$ cat config.mk
export PLATFORM = sky130hd
export DESIGN_NAME = pe_arb_rr
export DESIGN_NICKNAME = d
export VERILOG_FILES = /design/src/rtl/pe_pkg.sv /design/src/rtl/pe_rot_scan.sv /design/src/rtl/pe_arb_rr.sv
export SDC_FILE = /design/constraint.sdc
export NUM_CORES = 1
export LEC_CHECK = 0
export CAP_MARGIN = 20
export CORE_ASPECT_RATIO = 2
export CORE_MARGIN = 2
export CORE_UTILIZATION = 59
export DETAILED_ROUTE_END_ITERATION = 16
export DONT_BUFFER_PORTS = 1
export PLACE_DENSITY = 0.83
export SLEW_MARGIN = 20
export SYNTH_ARGS = -nofsm -noshare
export SYNTH_HDL_FRONTEND = slang
export SYNTH_SLANG_ARGS = --single-unit
$ cat constraint.sdc
create_clock -name clk -period 4.3 [get_ports clk]
set_clock_uncertainty 0.1 [all_clocks]
set_input_delay 0.86 -clock clk [delete_from_list [all_inputs] [get_ports clk]]
set_output_delay 0.86 -clock clk [all_outputs]
set_load 0.02 [all_outputs]
$ cat src/rtl/pe_pkg.sv
// Shared definitions for the pe_* arbiter family: mode encodings, FSM state type
// and a constant-evaluable clog2 used to size index ports.
package pe_pkg;

    localparam logic PE_MODE_FIXED = 1'b0;
    localparam logic PE_MODE_RR    = 1'b1;

    typedef enum logic {
        ST_IDLE  = 1'b0,
        ST_GRANT = 1'b1
    } pe_state_t;

    // Smallest r with 2**r >= value; returns 1 for value <= 2 so ports never collapse to zero width.
    function automatic int clog2(input int value);
        int r;
        r = 1;
        while ((1 << r) < value) begin
            r = r + 1;
        end
        return r;
    endfunction

endpackage

$ cat src/rtl/pe_rot_scan.sv
// Combinational priority scan: starting at 'start' and moving downward (wrapping
// from 0 to N-1), the first set bit of req wins.
module pe_rot_scan
    import pe_pkg::*;
#(
    parameter  int N    = 8,
    localparam int IDXW = clog2(N)
) (
    input  logic [N-1:0]    req,
    input  logic [IDXW-1:0] start,
    output logic [N-1:0]    win,
    output logic [IDXW-1:0] idx,
    output logic            found
);

    always_comb begin
        int              j;
        logic [IDXW-1:0] jj;
        win   = '0;
        idx   = '0;
        found = 1'b0;
        j     = 0;
        jj    = '0;
        for (int k = 0; k < N; k++) begin
            j = int'(start) - k;
            if (j < 0) begin
                j = j + N;
            end
            jj = IDXW'(j);
            if (!found && req[jj]) begin
                found   = 1'b1;
                win[jj] = 1'b1;
                idx     = jj;
            end
        end
    end

endmodule

$ cat src/rtl/pe_arb_rr.sv
// Registered N-way arbiter, fixed priority (MSB highest) or round-robin, that
// holds each grant until ack and re-arbitrates on ack with no bubble.
module pe_arb_rr
    import pe_pkg::*;
#(
    parameter  int N    = 8,
    localparam int IDXW = clog2(N)
) (
    input  logic            clk,
    input  logic            rst,
    input  logic [N-1:0]    req,
    input  logic            mode,
    input  logic            ack,
    output logic [N-1:0]    gnt,
    output logic [IDXW-1:0] gnt_idx,
    output logic            gnt_valid,
    output logic            busy_none
);

    // Handshake: a grant is offered while gnt_valid=1 and is retired on any cycle
    // with ack=1; ack while gnt_valid=0 is ignored.

    pe_state_t       state, state_nxt;
    logic [IDXW-1:0] ptr, ptr_nxt;
    logic [IDXW-1:0] arb_ptr;
    logic [IDXW-1:0] scan_start;
    logic [N-1:0]    scan_win;
    logic [IDXW-1:0] scan_idx;
    logic            scan_found;
    logic [N-1:0]    gnt_nxt;
    logic [IDXW-1:0] idx_nxt;
    logic            valid_nxt;
    logic            busy_nxt;

    // The pointer moves past the retiring winner before the same-cycle re-arbitration.
    assign arb_ptr = (state == ST_GRANT && ack && mode == PE_MODE_RR)
                   ? ((gnt_idx == '0) ? IDXW'(N - 1) : gnt_idx - IDXW'(1))
                   : ptr;

    assign scan_start = (mode == PE_MODE_RR) ? arb_ptr : IDXW'(N - 1);

    pe_rot_scan #(.N(N)) u_scan (
        .req   (req),
        .start (scan_start),
        .win   (scan_win),
        .idx   (scan_idx),
        .found (scan_found)
    );

    always_comb begin
        state_nxt = state;
        ptr_nxt   = ptr;
        gnt_nxt   = gnt;
        idx_nxt   = gnt_idx;
        valid_nxt = gnt_valid;
        case (state)
            ST_IDLE: begin
                if (scan_found) begin
                    state_nxt = ST_GRANT;
                    gnt_nxt   = scan_win;
                    idx_nxt   = scan_idx;
                    valid_nxt = 1'b1;
                end else begin
                    gnt_nxt   = '0;
                    idx_nxt   = '0;
                    valid_nxt = 1'b0;
                end
            end
            ST_GRANT: begin
                if (ack) begin
                    ptr_nxt = arb_ptr;
                    if (scan_found) begin
                        gnt_nxt = scan_win;
                        idx_nxt = scan_idx;
                    end else begin
                        state_nxt = ST_IDLE;
                        gnt_nxt   = '0;
                        idx_nxt   = '0;
                        valid_nxt = 1'b0;
                    end
                end
            end
            default: begin
                state_nxt = ST_IDLE;
                gnt_nxt   = '0;
                idx_nxt   = '0;
                valid_nxt = 1'b0;
            end
        endcase
        busy_nxt = (state_nxt == ST_IDLE) && (req == '0);
    end

    always_ff @(posedge clk) begin
        if (rst) begin
            state     <= ST_IDLE;
            ptr       <= IDXW'(N - 1);
            gnt       <= '0;
            gnt_idx   <= '0;
            gnt_valid <= 1'b0;
            busy_none <= 1'b1;
        end else begin
            state     <= state_nxt;
            ptr       <= ptr_nxt;
            gnt       <= gnt_nxt;
            gnt_idx   <= idx_nxt;
            gnt_valid <= valid_nxt;
            busy_none <= busy_nxt;
        end
    end

endmodule

==> results of run 1 <==
[layout make-up]
| class | count | area [um2] | share of cell area |
|---|---|---|---|
| multi-input cells | 230 | 1780 | 0.741 |
| flip-flops and latches | 17 | 343 | 0.143 |
| repair buffers | 15 | 113 | 0.0470 |
| well taps | 49 | 61.3 | 0.0256 |
| inverters | 14 | 55.1 | 0.0230 |
| clock buffers | 3 | 41.3 | 0.0172 |
| clock inverters | 1 | 7.51 | 0.00313 |
[power by group]
group	switching [uW]	internal (uW)
Combinational	278	175
Sequential	29.7	177
Clock	64.3	65.4
[state kept, by name (all words and copies together) (netlist names)]
register and cells:
busy_none 1, gnt 8, gnt_idx 3, gnt_valid 1
ptr 3, state 1
[per-stage QoR]
step	util	hold WS, ps
detailed placement	0.635	427
finish	0.658	461
floorplan	-	361
global placement	0.635	418
global route	0.658	452
CTS	0.648	444
[layer usage]
layer	routed length, um	vias to the layer above	part of all wire
met5	0	-	0
met4	731	0	0.096
met3	541	63	0.071
met2	3880	174	0.51
met1	2460	1151	0.32
li1	-	1115	-
[synthesized netlist by cell type (6+ instances only)]
library cell,number
and2_1,6
a21o_1,6
inv_1,10
nand3_1,9
a21oi_1,16
nor2_1,18
mux2i_1,6
nor3_1,7
nand2_1,25
a31oi_1,7
o211ai_1,7
ha_1,8
nand4_1,6
o21ai_0,10
clkbuf_1,10
mux4_2,7
dfxtp_1,17
[final timing paths]
check,startpoint,endpoint,slack [ps],depth (start not counted)
max,gnt_idx[1],gnt_idx[1],260,16
min,ptr[0],ptr[0],460,1
max reg2reg,gnt_idx[1],gnt_idx[1],260,16
min reg2reg,ptr[0],ptr[0],460,1
[repair_timing]
action                                  CTS  global route
gates resized for setup                   0             4
hold buffers                              0             0
endpoints found under the setup margin    0             7
setup buffers                             0             2
[logic make-up after synthesis]
logic type               Yosys count  share of synthesized area
AND/OR/NAND/NOR                  108                      0.277
multiplexers                      15                      0.108
AO/OA/AOI/OAI                     95                      0.339
XOR/XNOR                           4                     0.0156
adder cells (fa/ha/maj)            8                     0.0446
buffers and inverters             30                     0.0642
flip-flops                        17                      0.152
[worst max-delay path, cell delays in order (launching register included)]
cell and delay [ps]:
dfxtp_1 350, inv_1 60, ha_1 180, ha_1 220
and4b_1 330, o21ai_4 80, inv_4 60, ha_1 260
inv_2 160, mux4_2 620, a21oi_1 270, nor3_2 60
buf_4 190, nor3_2 360, nand2_1 90, a221oi_1 430
o41ai_1 120
==> results.ini, run 1 <==
[global_route]
grt_antenna_before_repair=0
grt_pass1_vias=2511
grt_max_degree=19
use_met3=0.127
grtUsageTotal=0.403
overflow=0
met1_usage=0.412
globalRoute.busiestLayer=met2
grt_pass1_wl_mm=12.6
use_met2=0.640

[pwr]
p_total_uw=788
peakVddDrop_v=0.000366
power.leakage_uw=0.000895
power_density_mw_per_mm2=329

[clock_tree]
clk_pin_slew_worst_paths_ps=80
clock-root-buffer=clkbuf_8
cts_buffers=3
clockBufferDepth=2
cts_tree=done
clk_latency_ps=260
cts.sinks=17
htree_levels=1

[place]
dpl_cell_area_mm2=0.00231
portBuffers=0
place_ws_ps=185
dp.cells=323
place_congestion=1.08
hpwl_mm=5.83

[sta]
setup_ws_ps=257
slew_headroom=0.397
hold_violations=0
report.final.slew_viol_count=0
finalSetupViolCount=0
rsz0062_at_grt=no
tightest_slew_ps=903
period_share=0.940
fin_crit_ps=4040
setup_tns_ps=0
fmax_mhz=247

[route]
wl_mm=7.61
via_per_inst=7.61
drcViolationCount=0
via_count=2503
first_pass_iters=5
drtAntennaViolNets=0
wire_per_inst_um=23.1
drt-initial-drc-count=161

[setup_path]
cp-start-kind=register
arrival_ps=4090
crit_fanout=12
path_class=register to register
worstPathRequired_ps=4350
endpoint_kind=register

[cells_and_area]
syn2layout_area_growth_pct=6.92
final_common_cell=nand2_1
drive_above_1_share=0.179
antenna_cells=0
final_cells=329
final_cell_mix=25 x nand2_1, 18 x nor2_1, 16 x a21oi_1, 15 x dfxtp_1, 15 x buf_4
n_fill_cell=343
final_nets=301
design_area_mm2=0.00240

[yosys]
syn_area_mm2=0.00224
synth_ff_type=dfxtp_1
synth_top_cell_area_share=0.152
ys_seq_area_frac=0.152
yosysWarnings=0
ys_types=67
avgSynthCellArea_um2=8.09
synth_edf_count=0
ys_top_cells_by_area=dfxtp_1 15%, mux4_2 7.0%, ha_1 4.5%, nand2_1 4.2%, a21oi_1 3.6%
synth_nets=297
synth_area_leader_cell=dfxtp_1
ys_seq_elements=17
synthCells=277
synthArstFlopShare=0

[die]
die_area_mm2=0.00434
die_w_um=47.6
start_util=0.615
die_h_um=91.2
core_mm2=0.00365
rows=31
pin_count=25

[job]
maxCapViolCount=0

[run_status]
outcome=finished, final reports clean

[worst_hold_path]
hp-class=register to register

Note: power is estimated with default switching activity, not from simulation.
==> run 2, diff against run 1 <==
--- a/config.mk
+++ b/config.mk
@@ -7,10 +7,11 @@
 export LEC_CHECK = 0
 export CAP_MARGIN = 20
 export CORE_ASPECT_RATIO = 2
-export CORE_MARGIN = 2
+export CORE_MARGIN = 3
 export CORE_UTILIZATION = 59
 export DETAILED_ROUTE_END_ITERATION = 16
 export DONT_BUFFER_PORTS = 1
+export GPL_TIMING_DRIVEN = 0
 export PLACE_DENSITY = 0.83
 export SLEW_MARGIN = 20
 export SYNTH_ARGS = -nofsm -noshare
==> results.ini, run 2 (synthesis results as in run 1) <==
[run_status]
outcome=finished, final reports clean

[clock_tree]
cts.sinks=17
cts_tree=done
clock-root-buffer=clkbuf_8
htree_levels=1
cts_buffers=3
clk_pin_slew_worst_paths_ps=70
clockBufferDepth=2
clk_latency_ps=260
hold_buffers=0

[cells_and_area]
design_area_mm2=0.00264
final_common_cell=nand2_1
largest_register=gnt
final_cell_mix=25 x nand2_1, 18 x nor2_1, 16 x a21oi_1, 15 x dfxtp_1, 13 x buf_4
syn2layout_area_growth_pct=17.8
largest_reg_flops=8
final_nets=314
reg_top3=gnt (8), gnt_idx (3), ptr (3)
drive_above_1_share=0.242
antenna_cells=0

[sta]
fmax_mhz=235
report.final.slew_viol_count=0
tightest_slew_ps=803
hold_violations=0
slew_headroom=0.459
finalSetupViolCount=0
period_share=0.989
setup_ws_ps=49.4
fin_crit_ps=4250
hold-worst-slack_ps=403

[worst_hold_path]
hp-class=register to register

[pwr]
power.leakage_uw=0.000970
power_density_mw_per_mm2=323
peakVddDrop_v=0.000281

[route]
via_per_inst=7.85
drcViolationCount=0
wire_per_inst_um=24.6
wl_mm=8.43
drtAntennaViolNets=0
drt-initial-drc-count=221
via_count=2684
first_pass_iters=5

[setup_path]
crit_slowest_cell=nor3_4
endpoint_kind=register
crit_fanout=10
arrival_ps=4310
crit_path_max_incr_delay_ps=400
crit_chain=inv_1 -> ha_2 -> ha_1 -> and4b_2 -> o21ai_4 -> inv_4 -> clkbuf_8 -> ha_4 -> inv_2 -> buf_4 -> mux4_2 -> o21ba_4 -> nor3_4 -> buf_6 -> nor3_4 -> buf_4 -> a41oi_2 -> o2111a_1
cp-start-kind=register
worstPathRequired_ps=4360
path_class=register to register

[place]
dpl_cell_area_mm2=0.00231
place_congestion=1.02
portBuffers=0
hpwl_mm=5.91
place_ws_ps=-689

[die]
start_util=0.615
die_h_um=93.2
die_w_um=49.6
rows=31
core_mm2=0.00365
die_area_mm2=0.00462
pin_count=25

[global_route]
grt_max_degree=13
overflow=0
grt_pass1_wl_mm=12.8
grt_pass1_vias=2709
grt_antenna_before_repair=0
grtUsageTotal=0.360

[job]
maxCapViolCount=0

[run 2: through the flow]
stage	cells	setup TNS [ps]	utilization	power, uW
after floorplan	277	0	-	526
after global routing	342	-221	0.724	891
after detailed placement	326	-7210	0.632	623
after CTS	335	0	0.683	784
final	342	0	0.724	853
after global placement	326	-6960	0.632	614
[run 2: final cells by class]
cell class	count	area (um2)
buffer	14	100
sequential	17	348
tap	49	61.3
clock buffer	3	41.3
timing repair buffer	13	97.6
multi-input combinational	231	1930
fill	331	1000
inverter	14	58.8
clock inverter	1	5.00
[run 2: timing repair]
item | CTS | global route
gates cloned | 0 | 1
pin swaps | 1 | 4
endpoints found under the setup margin | 14 | 13
hold endpoints to repair | 0 | 0
gates resized for setup | 18 | 16
buffers inserted | 6 | 7
[run 2: path summary, 6_finish.rpt]
| kind | to | slack, ps | cells past startpoint | startpoint |
|---|---|---|---|---|
| worst min-delay path | ptr[0] | 400 | 1 | ptr[0] |
| worst max-delay path | gnt[0] | 50 | 18 | gnt_idx[0] |
| worst min register to register | ptr[0] | 400 | 1 | ptr[0] |
| worst max register to register | gnt[0] | 50 | 18 | gnt_idx[0] |
[run 2: critical path, delay by kind of cell, from the launching register on]
kind / cells / cell delay [ps]
buf+inv: 7 / 900
mux: 1 / 390
fa+ha+maj: 3 / 650
compound gates: 4 / 980
flops: 1 / 390
simple gates: 3 / 720
[run 2: where the power goes]
group | switching [uW] | leakage (uW) | total, uW | internal, uW
logic | 308 | 0.000803 | 508 | 200
clock network | 64.8 | 0.0000255 | 130 | 64.7
registers | 36.7 | 0.000141 | 215 | 178
total | 409 | 0.000970 | 853 | 443
[run 2: routing by layer]
metal	global-route usage	vias to the layer above	wire length, um
met3	0.0574	85	625
met4	0.307	0	845
li1	-	1140	-
met2	0.657	210	4270
met5	0	-	0
met1	0.331	1249	2690
==> patch 1 (config.mk and constraints of run 1) <==
Add an input register stage for `mode`, without a reset; this delays it by one clock. The other inputs are not delayed to match.
--- a/src/rtl/pe_arb_rr.sv
+++ b/src/rtl/pe_arb_rr.sv
@@ -17,6 +17,12 @@
     output logic            busy_none
 );
 
+    logic mode_q;
+
+    always_ff @(posedge clk) begin
+        mode_q <= mode;
+    end
+
     // Handshake: a grant is offered while gnt_valid=1 and is retired on any cycle
     // with ack=1; ack while gnt_valid=0 is ignored.
 
@@ -33,11 +39,11 @@
     logic            busy_nxt;
 
     // The pointer moves past the retiring winner before the same-cycle re-arbitration.
-    assign arb_ptr = (state == ST_GRANT && ack && mode == PE_MODE_RR)
+    assign arb_ptr = (state == ST_GRANT && ack && mode_q == PE_MODE_RR)
                    ? ((gnt_idx == '0) ? IDXW'(N - 1) : gnt_idx - IDXW'(1))
                    : ptr;
 
-    assign scan_start = (mode == PE_MODE_RR) ? arb_ptr : IDXW'(N - 1);
+    assign scan_start = (mode_q == PE_MODE_RR) ? arb_ptr : IDXW'(N - 1);
 
     pe_rot_scan #(.N(N)) u_scan (
         .req   (req),
Formal check against the unedited RTL: not equivalent (a bounded check fails within 4 cycles, from zero or initial values and one cycle with rst high).
==> patch 1 against run 1 <==
Final area increased by 12%; count of clock-buffer cells in the layout up 1; die area is 11% higher; total power is 6.1% higher; synthesized area grew 12%; sequential cell count up 1; non-clock buffer count up 5; synthesized cell count grew 23%; worst setup slack worse by 88 ps; via count grew 17%; wire length rose by 17%; critical path type unchanged; worst hold slack got worse by 65 ps.
==> patch 1: results (changes against run 1) <==
[status]
outcome = finished clean

[timing]
fin_ws_ps = 169  ; -88.0 ps
worst_pin_slew_ps = 676  ; -227 ps

[yosys]
synth_common_cells = nand2_1, o21ai_0, a21oi_1, nor2_1, dfxtp_1
synth_xor_xnor_area_share_pct = 0.698  ; -0.86 points
avgSynthCellArea_um2 = 7.36  ; -9.0%
synthAdderAreaFrac_pct = 3.99  ; -0.48 points
ys_types = 71  ; +6.0%
seq_area_frac_synth_pct = 14.3  ; -0.83 points
async_reset_ff_share_pct = 0  ; unchanged
synth_compound_area_share_pct = 37.3  ; +3.4 points
synth_mux_area_share_pct = 7.97  ; -2.9 points
yosys-top-cells-area = dfxtp_1, nand2_1, mux2i_1, o21ai_0, a21oi_1
synth_top_flop_cell = dfxtp_1
syn_nets = 361  ; +22%

[worst_setup_path]
r2r_cells = 16  ; unchanged
crit_path_max_fanout = 11  ; -1
cp-endpoint = gnt[5]$_SDFFE_PP0P_
critPathArrivalTime_ps = 4210  ; +120 ps
cpPeakStageDelay_ps = 580  ; -40 ps
critPathLaunch = gnt_idx[1]$_SDFFE_PP0P_
cp_slowest_cell = a2111oi_1

[grt]
grt_pass1_vias = 2813  ; +12%
grt_pass1_wl_um = 14200  ; +13%
gr-total-overflow = 0  ; unchanged
grt.total_usage_pct = 38.7  ; -1.6 points
grt_max_degree = 38  ; +19

[clock_tree]
htree_levels = 1  ; unchanged
root_buffer = clkbuf_8
cts_buffer_depth = 2  ; unchanged

[layout]
insertedDiodeCount = 0  ; unchanged
fillers = 370  ; +7.9%
drive_gt1_share_pct = 15.5  ; -2.3 points
reg.largest.list = gnt (8), gnt_idx (3), ptr (3)

[detailed_routing]
drt-vias-per-instance = 7.47  ; -1.8%
via_count = 2937  ; +17%
routed_wl_um = 8920  ; +17%
drtIter0Drc = 199  ; +24%

[placement]
numPortBuffers = 0  ; unchanged
place_congestion = 1.06  ; -1.6%
pre_cts_slack_ps = 132  ; -52.4 ps
dp_cells = 389  ; +20%
dpl.hpwl_um = 6990  ; +20%

[min_path]
min_path_type = flop to flop

[pwr]
ir_drop_mv = 0.204  ; -44%
leakagePower_nw = 0.983  ; +9.8%

==> patch 1: changes by cell type in the layout (fill, tap and decap cells not counted), sizes merged, moves of 6 or more <==
| cell | delta |
|---|---|
| o21ai | +13 |
| nand3 | +7 |
| nor4 | +8 |
| a21oi | +7 |
| nor4b | -6 |
==> patch 1: logic make-up after synthesis <==
group	count (synthesis)
and+or+nand+nor	126
xor gates and xnor gates	2
muxes	17
DFF	18
adders and majority gates	8
AOI/OAI and AO/OA	128
buffers and inverters	42
==> patch 1: where the power goes <==
group / switching [W] / internal (W) / leakage (nW)
Combinational: 0.000311 / 0.000173 / 0.806
Clock: 0.0000626 / 0.0000815 / 0.0288
Sequential: 0.0000242 / 0.000184 / 0.149
Total: 0.000398 / 0.000439 / 0.983
==> patch 1: stage by stage <==
step | cell area (um2) | hold WS [ps]
CTS | 2680 | 401
finish | 2680 | 396
floorplan | 2600 | 416
global placement | 2620 | 389
global route | 2680 | 421
detailed placement | 2620 | 390
==> patch 1: cell type report <==
cell class	count	area share, %
Multi-Input combinational cell	281	73.9
Tap cell	52	2.43
Inverter	18	2.52
Clock buffer	4	2.05
Timing Repair Buffer	20	5.60
Sequential cell	18	13.5
==> patch 1: worst min path at each step <==
| stage | start | endpoint | slack [ps] | cells after the start |
|---|---|---|---|---|
| floorplan | ptr[2]$_SDFFE_PP1N_ | ptr[2]$_SDFFE_PP1N_ | 420 | 2 |
| global placement | gnt_idx[1]$_SDFFE_PP0P_ | gnt_idx[1]$_SDFFE_PP0P_ | 390 | 2 |
| detailed placement | gnt_idx[1]$_SDFFE_PP0P_ | gnt_idx[1]$_SDFFE_PP0P_ | 390 | 2 |
| CTS | gnt_idx[1]$_SDFFE_PP0P_ | gnt_idx[1]$_SDFFE_PP0P_ | 400 | 2 |
| global route | gnt_idx[1]$_SDFFE_PP0P_ | gnt_idx[1]$_SDFFE_PP0P_ | 420 | 2 |
| finish | gnt_idx[1]$_SDFFE_PP0P_ | gnt_idx[1]$_SDFFE_PP0P_ | 400 | 2 |
==> patch 1: routing by layer <==
metal	vias to the layer above	wire length (um)	GRT usage (%)
li1	1343	-	-
met1	1368	3100	39.9
met2	173	4570	70.8
met3	53	565	4.97
met4	0	696	25.9
met5	-	0	0
==> patch 1: timing repair <==
item                                    in CTS  in global routing
buffers inserted                             0                  0
endpoints found under the setup margin       0                  7
resized for setup                            0                  2
==> patch 1: worst register-to-register path, delay by kind of cell, from the launching register on <==
family,cells,cell delay [ps]
DFF,1,330
adders and majority gates,3,550
AOI/OAI and AO/OA,7,2000
and+or+nand+nor,3,740
buffers and inverters,3,340
==> patch 2 (flow settings as in run 1) <==
Made on the original files. Reset style: asynchronous (`rst`), changed in one clocked block.
--- a/src/rtl/pe_arb_rr.sv
+++ b/src/rtl/pe_arb_rr.sv
@@ -90,7 +90,7 @@
         busy_nxt = (state_nxt == ST_IDLE) && (req == '0);
     end
 
-    always_ff @(posedge clk) begin
+    always_ff @(posedge clk or posedge rst) begin
         if (rst) begin
             state     <= ST_IDLE;
             ptr       <= IDXW'(N - 1);
Formal check against the unedited RTL: differs if rst is asserted again (counterexample within 4 cycles, from zero or initial values and one cycle with rst high); with rst held inactive, the same outputs for 10 cycles.
==> patch 2 against run 1 <==
Final area is 20% higher; count of clock-buffer cells in the layout is 1 higher; synthesized area is 22% higher; wire length is 25% higher; sequential share of layout area is 0.68 points higher; worst setup slack better by 99 ps; via count is 21% higher; utilization is 2.7 points lower; sequential cell count stayed put; final cell count is 19% higher.
Power is not compared: it rests on default switching activity, and its combinational part moved more than twofold at a synthesized area within 25%.
==> patch 2: results (changes against run 1) <==
[status]
outcome = finished clean

[yosys]
synth_xor_xnor_area_share_pct = 1.28  ; -0.28 points
synth_mux_area_share_pct = 8.26  ; -2.6 points
synth_compound_area_share_pct = 35.1  ; +1.2 points
synthAdderAreaFrac_pct = 3.65  ; -0.81 points
ys_types = 76  ; +13%
synth_top_flop_cell = dfrtp_1
synth_common_cells = nand2_1, o221ai_1, nand4_1, nand3_1, nor2b_1
seq_area_frac_synth_pct = 15.7  ; +0.53 points
yosys-top-cells-area = dfrtp_1, o221ai_1, nand2_1, nand4_1, dfstp_2
avgSynthCellArea_um2 = 7.99  ; -1.3%

[worst_setup_path]
crit_path_max_fanout = 23  ; +11
r2r_setup_slack_ps = 360  ; +100 ps
critPathArrivalTime_ps = 4000  ; -90 ps
cp_slowest_cell = dfrtp_1
r2r_cells = 15  ; -1
cp-endpoint = gnt[5]$_DFFE_PP0P_
r2r_start = gnt_idx[2]$_DFFE_PP0P_

[grt]
grt_pass1_vias = 2936  ; +17%
grt_max_degree = 32  ; +13
grt.total_usage_pct = 39.2  ; -1.1 points
grt_use_met3_pct = 11.3  ; -1.4 points
grt_use_met1_pct = 39.3  ; -2.0 points

[detailed_routing]
dr_wl_met2_um = 4800  ; +24%
drtIter0Drc = 162  ; +0.62%
routed_wl_um = 9480  ; +25%
drt-vias-per-instance = 7.69  ; +1.1%
dr.pass1.iters = 4  ; -1

[timing]
max-slew-margin-rel_pct = 55.2  ; +16 points

[placement]
place_congestion = 1.09  ; +1.3%
dp_cells = 389  ; +20%
pre_cts_slack_ps = 196  ; +11.5 ps
placed_area_um2 = 2830  ; +22%
dpl.hpwl_um = 7120  ; +22%

[layout]
final_nets = 359  ; +19%

[min_path]
whs_path_depth = 2  ; +1
hp-start = ptr[0]$_DFFE_PP1N_

patch 2: cell types whose count changed after synthesis, sizes merged, moves of 6 or more:
cell           run 1  this run
nand2             25        32
and2               6        15
dfrtp              0        13
nand3             10        16
o221ai             0        22
nor2              18         8
nand4              6        18
nor2b              4        15
buf                6        17
dfxtp             17         0
patch 2: cell families after synthesis:
kind of cell | count (synthesis)
xor+xnor | 4
fa+ha+maj | 8
mux | 18
flops | 17
buf+inv | 43
compound gates | 115
simple gates | 138
patch 2: power by group through the flow:
stage	Combinational [W]	Sequential, W	Clock, W
finish	0.00172	0.000354	0.000129
global route	0.00187	0.000360	0.000133
CTS	0.00166	0.000353	0.000128
detailed placement	0.00165	0.000354	0
global placement	0.00163	0.000354	0
floorplan	0.00122	0.000347	0
patch 2: layout make-up:
class / count / area [um2]
multi-input cells: 283 / 2110
fillers: 437 / 1680
flip-flops and latches: 17 / 430
repair buffers: 20 / 163
well taps: 55 / 68.8
inverters: 14 / 52.6
clock buffers: 4 / 45.0
